## src/rtl/uart_pkg.sv

```systemverilog
// Shared types and constants for the oversampling UART receive controller.
// Contents: FSM state enum, frame geometry (start/data/stop bit positions inside
// the receiver shift register) and the default inter-capture gap limit.
package uart_pkg;

  localparam int unsigned FRAME_BITS      = 10;  // start + 8 data + stop
  localparam int unsigned DATA_W          = 8;
  localparam int unsigned START_IDX       = 1;
  localparam int unsigned STOP_IDX        = 10;
  localparam int unsigned GAP_MAX_DEFAULT = 7;   // nominal capture spacing is 5

  typedef enum logic [1:0] {
    StIdle,
    StRecv,
    StEval
  } state_e;

endpackage

```

## src/rtl/uart_rx_fifo.sv

```systemverilog
// DEPTH x DATA_W synchronous FIFO holding received bytes.
// Ports:
//   clk, rst_n  - clock, asynchronous active-low reset
//   push, wdata - write request and byte; accepted when not full or when popping
//   pop         - read request; ignored when empty
//   rdata       - head-of-FIFO byte (combinational from the read pointer)
//   full, empty - occupancy flags
// Pointers carry one extra wrap bit so full and empty are distinguishable.
module uart_rx_fifo
  import uart_pkg::*;
#(
  parameter int unsigned DEPTH = 4
) (
  input  logic              clk,
  input  logic              rst_n,
  input  logic              push,
  input  logic [DATA_W-1:0] wdata,
  input  logic              pop,
  output logic [DATA_W-1:0] rdata,
  output logic              full,
  output logic              empty
);

  localparam int unsigned AW = $clog2(DEPTH);

  logic [DATA_W-1:0] mem_q [DEPTH];
  logic [AW:0]       wr_ptr_q, rd_ptr_q;
  logic              do_push, do_pop;

  assign empty = (wr_ptr_q == rd_ptr_q);
  assign full  = (wr_ptr_q[AW] != rd_ptr_q[AW]) && (wr_ptr_q[AW-1:0] == rd_ptr_q[AW-1:0]);
  assign rdata = mem_q[rd_ptr_q[AW-1:0]];

  // A pop frees the head slot in the same cycle, so a push into a full FIFO is fine.
  assign do_pop  = pop & ~empty;
  assign do_push = push & (~full | do_pop);

  always_ff @(posedge clk or negedge rst_n) begin
    if (!rst_n) begin
      wr_ptr_q <= '0;
      rd_ptr_q <= '0;
      for (int i = 0; i < int'(DEPTH); i++) begin
        mem_q[i] <= '0;
      end
    end else begin
      if (do_push) begin
        mem_q[wr_ptr_q[AW-1:0]] <= wdata;
        wr_ptr_q                <= wr_ptr_q + 1'b1;
      end
      if (do_pop) begin
        rd_ptr_q <= rd_ptr_q + 1'b1;
      end
    end
  end

endmodule

```

## src/rtl/uart_rx_ctrl.sv

```systemverilog
// Sequencer for the 2.5 MHz oversampling UART receiver: counts capture strobes,
// frames 10-bit characters, checks start/stop bits, buffers good bytes in a FIFO
// and flags framing errors, aborted frames and overruns.
// Ports:
//   CLK, RST_N  - clock, asynchronous active-low reset
//   CATCH       - receiver capture strobe (one cycle per bit)
//   SAMPLE      - receiver shift register, [1]=start, [9:2]=data, [10]=stop
//   DATA, VALID - head-of-FIFO byte and non-empty flag
//   READY       - consumer accepts DATA on VALID&READY
//   FERR, OVR   - sticky framing/abort error and overrun flags
//   CLR         - synchronous clear of FERR/OVR (and counters)
//   BUSY        - frame in progress
// Build option ERR_CNT_EN adds saturating 8-bit FERR_CNT/OVR_CNT event counters.
module uart_rx_ctrl
  import uart_pkg::*;
#(
  parameter int unsigned DEPTH   = 4,
  parameter int unsigned GAP_MAX = GAP_MAX_DEFAULT
) (
  input  logic              CLK,
  input  logic              RST_N,
  input  logic              CATCH,
  input  logic [10:1]       SAMPLE,
  output logic [DATA_W-1:0] DATA,
  output logic              VALID,
  input  logic              READY,
  output logic              FERR,
  output logic              OVR,
  input  logic              CLR,
  output logic              BUSY
`ifdef ERR_CNT_EN
  ,
  output logic [7:0]        FERR_CNT,
  output logic [7:0]        OVR_CNT
`endif
);

  localparam int unsigned BitW = $clog2(FRAME_BITS + 1);
  localparam int unsigned GapW = $clog2(GAP_MAX + 1);
  localparam logic [BitW-1:0] BitLast = BitW'(FRAME_BITS - 1);
  localparam logic [GapW-1:0] GapLast = GapW'(GAP_MAX - 1);
  localparam logic [BitW-1:0] BitOne  = BitW'(1);
  localparam logic [GapW-1:0] GapOne  = GapW'(1);

  state_e          state_q, state_d;
  logic [BitW-1:0] bit_cnt_q, bit_cnt_d;
  logic [GapW-1:0] gap_cnt_q, gap_cnt_d;
  logic            catch_q;
  logic            ferr_q, ferr_d, ovr_q, ovr_d;
  logic            ferr_set, ovr_set, push, pop, full, empty;

  uart_rx_fifo #(
    .DEPTH (DEPTH)
  ) u_fifo (
    .clk   (CLK),
    .rst_n (RST_N),
    .push  (push),
    .wdata (SAMPLE[9:2]),
    .pop   (pop),
    .rdata (DATA),
    .full  (full),
    .empty (empty)
  );

  assign VALID = ~empty;
  assign pop   = READY & ~empty;
  assign BUSY  = (state_q != StIdle);
  assign FERR  = ferr_q;
  assign OVR   = ovr_q;

  always_comb begin
    state_d   = state_q;
    bit_cnt_d = bit_cnt_q;
    gap_cnt_d = gap_cnt_q;
    ferr_set  = 1'b0;
    ovr_set   = 1'b0;
    push      = 1'b0;
    unique case (state_q)
      StIdle: begin
        if (catch_q) begin
          state_d   = StRecv;
          bit_cnt_d = BitOne;
          gap_cnt_d = '0;
        end
      end
      StRecv: begin
        if (catch_q) begin
          bit_cnt_d = bit_cnt_q + BitOne;
          gap_cnt_d = '0;
          if (bit_cnt_q == BitLast) begin
            state_d = StEval;
          end
        end else if (gap_cnt_q == GapLast) begin
          // Receiver stalled mid-frame: abort and report as a framing error.
          ferr_set  = 1'b1;
          state_d   = StIdle;
          bit_cnt_d = '0;
          gap_cnt_d = '0;
        end else begin
          gap_cnt_d = gap_cnt_q + GapOne;
        end
      end
      StEval: begin
        state_d   = StIdle;
        bit_cnt_d = '0;
        gap_cnt_d = '0;
        if (!SAMPLE[START_IDX] && SAMPLE[STOP_IDX]) begin
          // A same-cycle pop makes room, so only a full FIFO without pop overruns.
          if (full && !pop) begin
            ovr_set = 1'b1;
          end else begin
            push = 1'b1;
          end
        end else begin
          ferr_set = 1'b1;
        end
      end
      default: state_d = StIdle;
    endcase
  end

  // Set events win over a same-cycle clear.
  always_comb begin
    ferr_d = ferr_set | (ferr_q & ~CLR);
    ovr_d  = ovr_set  | (ovr_q  & ~CLR);
  end

  always_ff @(posedge CLK or negedge RST_N) begin
    if (!RST_N) begin
      state_q   <= StIdle;
      bit_cnt_q <= '0;
      gap_cnt_q <= '0;
      catch_q   <= 1'b0;
      ferr_q    <= 1'b0;
      ovr_q     <= 1'b0;
    end else begin
      state_q   <= state_d;
      bit_cnt_q <= bit_cnt_d;
      gap_cnt_q <= gap_cnt_d;
      catch_q   <= CATCH;
      ferr_q    <= ferr_d;
      ovr_q     <= ovr_d;
    end
  end

`ifdef ERR_CNT_EN
  logic [7:0] ferr_cnt_q, ferr_cnt_d, ovr_cnt_q, ovr_cnt_d;

  always_comb begin
    ferr_cnt_d = CLR ? 8'd0 : ferr_cnt_q;
    ovr_cnt_d  = CLR ? 8'd0 : ovr_cnt_q;
    if (ferr_set && ferr_cnt_d != 8'hFF) begin
      ferr_cnt_d = ferr_cnt_d + 8'd1;
    end
    if (ovr_set && ovr_cnt_d != 8'hFF) begin
      ovr_cnt_d = ovr_cnt_d + 8'd1;
    end
  end

  always_ff @(posedge CLK or negedge RST_N) begin
    if (!RST_N) begin
      ferr_cnt_q <= '0;
      ovr_cnt_q  <= '0;
    end else begin
      ferr_cnt_q <= ferr_cnt_d;
      ovr_cnt_q  <= ovr_cnt_d;
    end
  end

  assign FERR_CNT = ferr_cnt_q;
  assign OVR_CNT  = ovr_cnt_q;
`endif

endmodule

```

## config.mk

```make
export PLATFORM = sky130hd
export DESIGN_NAME = uart_rx_ctrl
export DESIGN_NICKNAME = d
export VERILOG_FILES = /design/src/rtl/uart_pkg.sv /design/src/rtl/uart_rx_fifo.sv /design/src/rtl/uart_rx_ctrl.sv
export SDC_FILE = /design/constraint.sdc
export NUM_CORES = 1
export LEC_CHECK = 0
export ABC_AREA = 1
export CORE_ASPECT_RATIO = 1.75
export CORE_UTILIZATION = 30
export CTS_CLUSTER_DIAMETER = 60
export DETAILED_ROUTE_END_ITERATION = 8
export PLACE_DENSITY = 0.59
export SKIP_CTS_REPAIR_TIMING = 1
export SLEW_MARGIN = 25
export SYNTH_ARGS = -nofsm -noshare
export SYNTH_HDL_FRONTEND = slang
export SYNTH_SLANG_ARGS = --single-unit
```

## constraint.sdc

```tcl
create_clock -name CLK -period 1.9 [get_ports CLK]
set_input_delay 0.57 -clock CLK [delete_from_list [all_inputs] [get_ports CLK]]
set_output_delay 0.57 -clock CLK [all_outputs]
set_load 0.05 [all_outputs]
```

==> metrics <==
WL/cell=14.24 um; crit-path max FO=18; CP arrival=1.45 ns; routed vias=2343; Worst Path Required=1.33 ns; CP Capture Type=output pin; first-pass GRT wire length=11580 um; total gr overflow=0; footprint of the multi-input gates=1328 sq um; worst IR drop on VDD=0.6627 mV; core area=8615 sq um; CTS tree=done; Avg Cell Area, Syn=8.093 sq um; slowest cell on the critical path=dfrtp_2; P_sw=1.972 mW; Initial DRC Count=138; GR Util All Layers=16.78%; DIE HEIGHT=126.2 um; vias per cell=4.821; Clk pwr share=22.1%; final clock skew=0.004378 ns; outcome=finished with violations; Clock Latency Late Sink=0.30 ns; Max Slew Vio Count=0; Pint=2.724 mW; initial antenna violation count=0; Nets=395; Final period util=106.2%; switching part of the total=42.00%; Max-slew headroom=75.59%; Reg area=1254 sq um; routed wire length=6922 um; layout cells sized above 1=18.97%; CTS Buf Count=5; row count=45; CP Launch Type=register; critical path, cell by cell=inv_4 -> nor2_1 -> o22ai_4 -> buf_4; PwrDens=1338 nW/um^2; Post-Syn Instances=327; final worst slack=-0.1180 ns; WP buf/inv=2; DIE AREA=9215 sq um; htree depth=2; clk sinks=50; fraction of registers with async set/reset=100.0%; part of the power in registers=26.8%; ANT cells=0; register area share after synthesis=47.28%; Post-synth EDFFs=0; Mapped Nets=353; fillcell total=879; placed wire-length estimate=4806 um; number of global-route vias before repair=2328; area grow syn2layout=32.62%; Max Cap Violations=0; fin crit period=2.018 ns; Comb pwr share=51.1%; static leakage=1.693 nW; Detailed Routing Iterations Pass 1=4; largest net degree at the start of global routing=51; max incr delay on CP=0.45 ns; Root Buffer=clkbuf_16; post-place setup slack=0.03363 ns; Initial Util=30.72%; Post-Syn Area=2646 sq um; Primary FF master, synth=dfrtp_1; clk buf depth=2; synth warn=0; die width=73.00 um; Yosys reg bits=50; Post-DRT Antenna Nets=0; clk slew on worst S/H paths=0.06 ns; setup repair after global routing missed its margin=yes; DRC viols=0; Synth cell types=27; WHS=0.2513 ns; Least-Margin Pin Slew=0.3662 ns; Buffers on Ports=26; failing checks=setup timing; crit path kind=register to output pin; Final Hold Fails=0; Largest delay share family, worst path=flip-flops; fmax=495.5 MHz; Hold Path Class=input pin to asynchronous set/reset pin; I/O pins=27; Final setup violation count=9; Placer Congestion=0.8042
synthesized netlist by cell type (2+ instances only):
cell type | number | area share [%]
dfrtp_1 | 50 | 47
nor2_2 | 2 | 0.47
nor2_1 | 22 | 3.1
buf_2 | 4 | 0.76
inv_1 | 22 | 3.1
nand2_2 | 2 | 0.47
o22ai_1 | 8 | 1.9
ha_1 | 11 | 5.2
clkbuf_1 | 6 | 0.85
nand4_1 | 33 | 7.8
nand3_1 | 16 | 3.0
nand2_1 | 103 | 15
o21ai_0 | 26 | 4.9
a21oi_1 | 6 | 1.1
buf_6 | 4 | 1.7
metrics by stage:
step | setup TNS [ns] | cells | power, mW | instance area [sq um] | util [%]
floorplan | 0 | 327 | 2.842 | 2758 | -
global placement | 0 | 475 | 3.475 | 3262 | 37.86
detailed placement | 0 | 475 | 3.505 | 3262 | 37.86
CTS | -2.160 | 482 | 4.554 | 3431 | 39.83
global route | -1.497 | 486 | 4.966 | 3510 | 40.74
finish | -0.9239 | 486 | 4.696 | 3510 | 40.74
layout make-up:
type | count | area share (%)
repair buffers | 51 | 14.72
multi-input cells | 237 | 37.83
clock buffers | 6 | 3.957
well taps | 117 | 4.171
clock inverters | 1 | 0.8556
inverters | 24 | 2.745
flip-flops and latches | 50 | 35.72
cell usage in the layout (no fill, tap or decap), types with 2 or more instances in the layout:
cell             synthesis  routed
nor2_2                   2       2
buf_12                   0       7
ha_1                    11      11
buf_2                    4       2
dfrtp_2                  0       2
nand2_1                103     102
clkbuf_16                0       5
buf_6                    4       5
inv_1                   22      21
nand4_1                 33      33
nand2_2                  2       3
o21ai_0                 26      13
dfrtp_1                 50      48
buf_4                    1      24
o21ai_1                  0      10
a21oi_1                  6       6
o21ai_2                  0       3
nand3_1                 16      16
o22ai_4                  0       8
clkdlybuf4s50_1          0      13
nor2_1                  22      22
path summary, 6_finish.rpt:
check                      slack (ns)                      startpoint                        endpoint  depth (start not counted)
setup / recovery                -0.12  u_fifo.rd_ptr_q[0]$_DFFE_PN0P_                         DATA[4]                          4
hold / removal                   0.25                           RST_N        gap_cnt_q[1]$_DFFE_PN0P_                          2
setup reg to reg                 0.19          state_q[0]$_DFFE_PN0P_        bit_cnt_q[3]$_DFFE_PN0P_                          8
hold reg to reg                  0.47    u_fifo.mem_q[19]$_DFFE_PN0P_    u_fifo.mem_q[19]$_DFFE_PN0P_                          2
max in group asynchronous        1.40                           RST_N  u_fifo.rd_ptr_q[0]$_DFFE_PN0P_                          2
min in group CLK                 0.47    u_fifo.mem_q[19]$_DFFE_PN0P_    u_fifo.mem_q[19]$_DFFE_PN0P_                          2
kinds of logic after synthesis:
kind of cell	count (synthesis)	share of synthesized area, %
AND/OR/NAND/NOR	184	31.73
flip-flops	50	47.28
AO/OA/AOI/OAI	41	8.227
buffers and inverters	40	7.234
adder cells (fa/ha/maj)	11	5.201
XOR/XNOR	1	0.3310
power groups by stage:
| stage | registers [mW] | logic (mW) | clock network [mW] |
|---|---|---|---|
| finish | 1.26 | 2.40 | 1.04 |
| global route | 1.27 | 2.58 | 1.11 |
| CTS | 1.25 | 2.24 | 1.07 |
| detailed placement | 1.27 | 2.24 | 0 |
| global placement | 1.26 | 2.21 | 0 |
| floorplan | 1.24 | 1.61 | 0 |
registers in the layout, indices dropped and copies added, names as in the netlist:
signal           flops
gap_cnt_q            3
FERR                 1
u_fifo.rd_ptr_q      3
catch_q              1
u_fifo.wr_ptr_q      3
OVR                  1
state_q              2
bit_cnt_q            4
u_fifo.mem_q        32
per-layer routing:
layer / share of wire (%) / GRT usage [%]
met2: 56 / 30.12
met1: 39 / 18.63
met4: 2.0 / 7.612
met5: 0 / 0
met3: 3.0 / 2.960
Note: power is estimated with default switching activity, not from simulation.
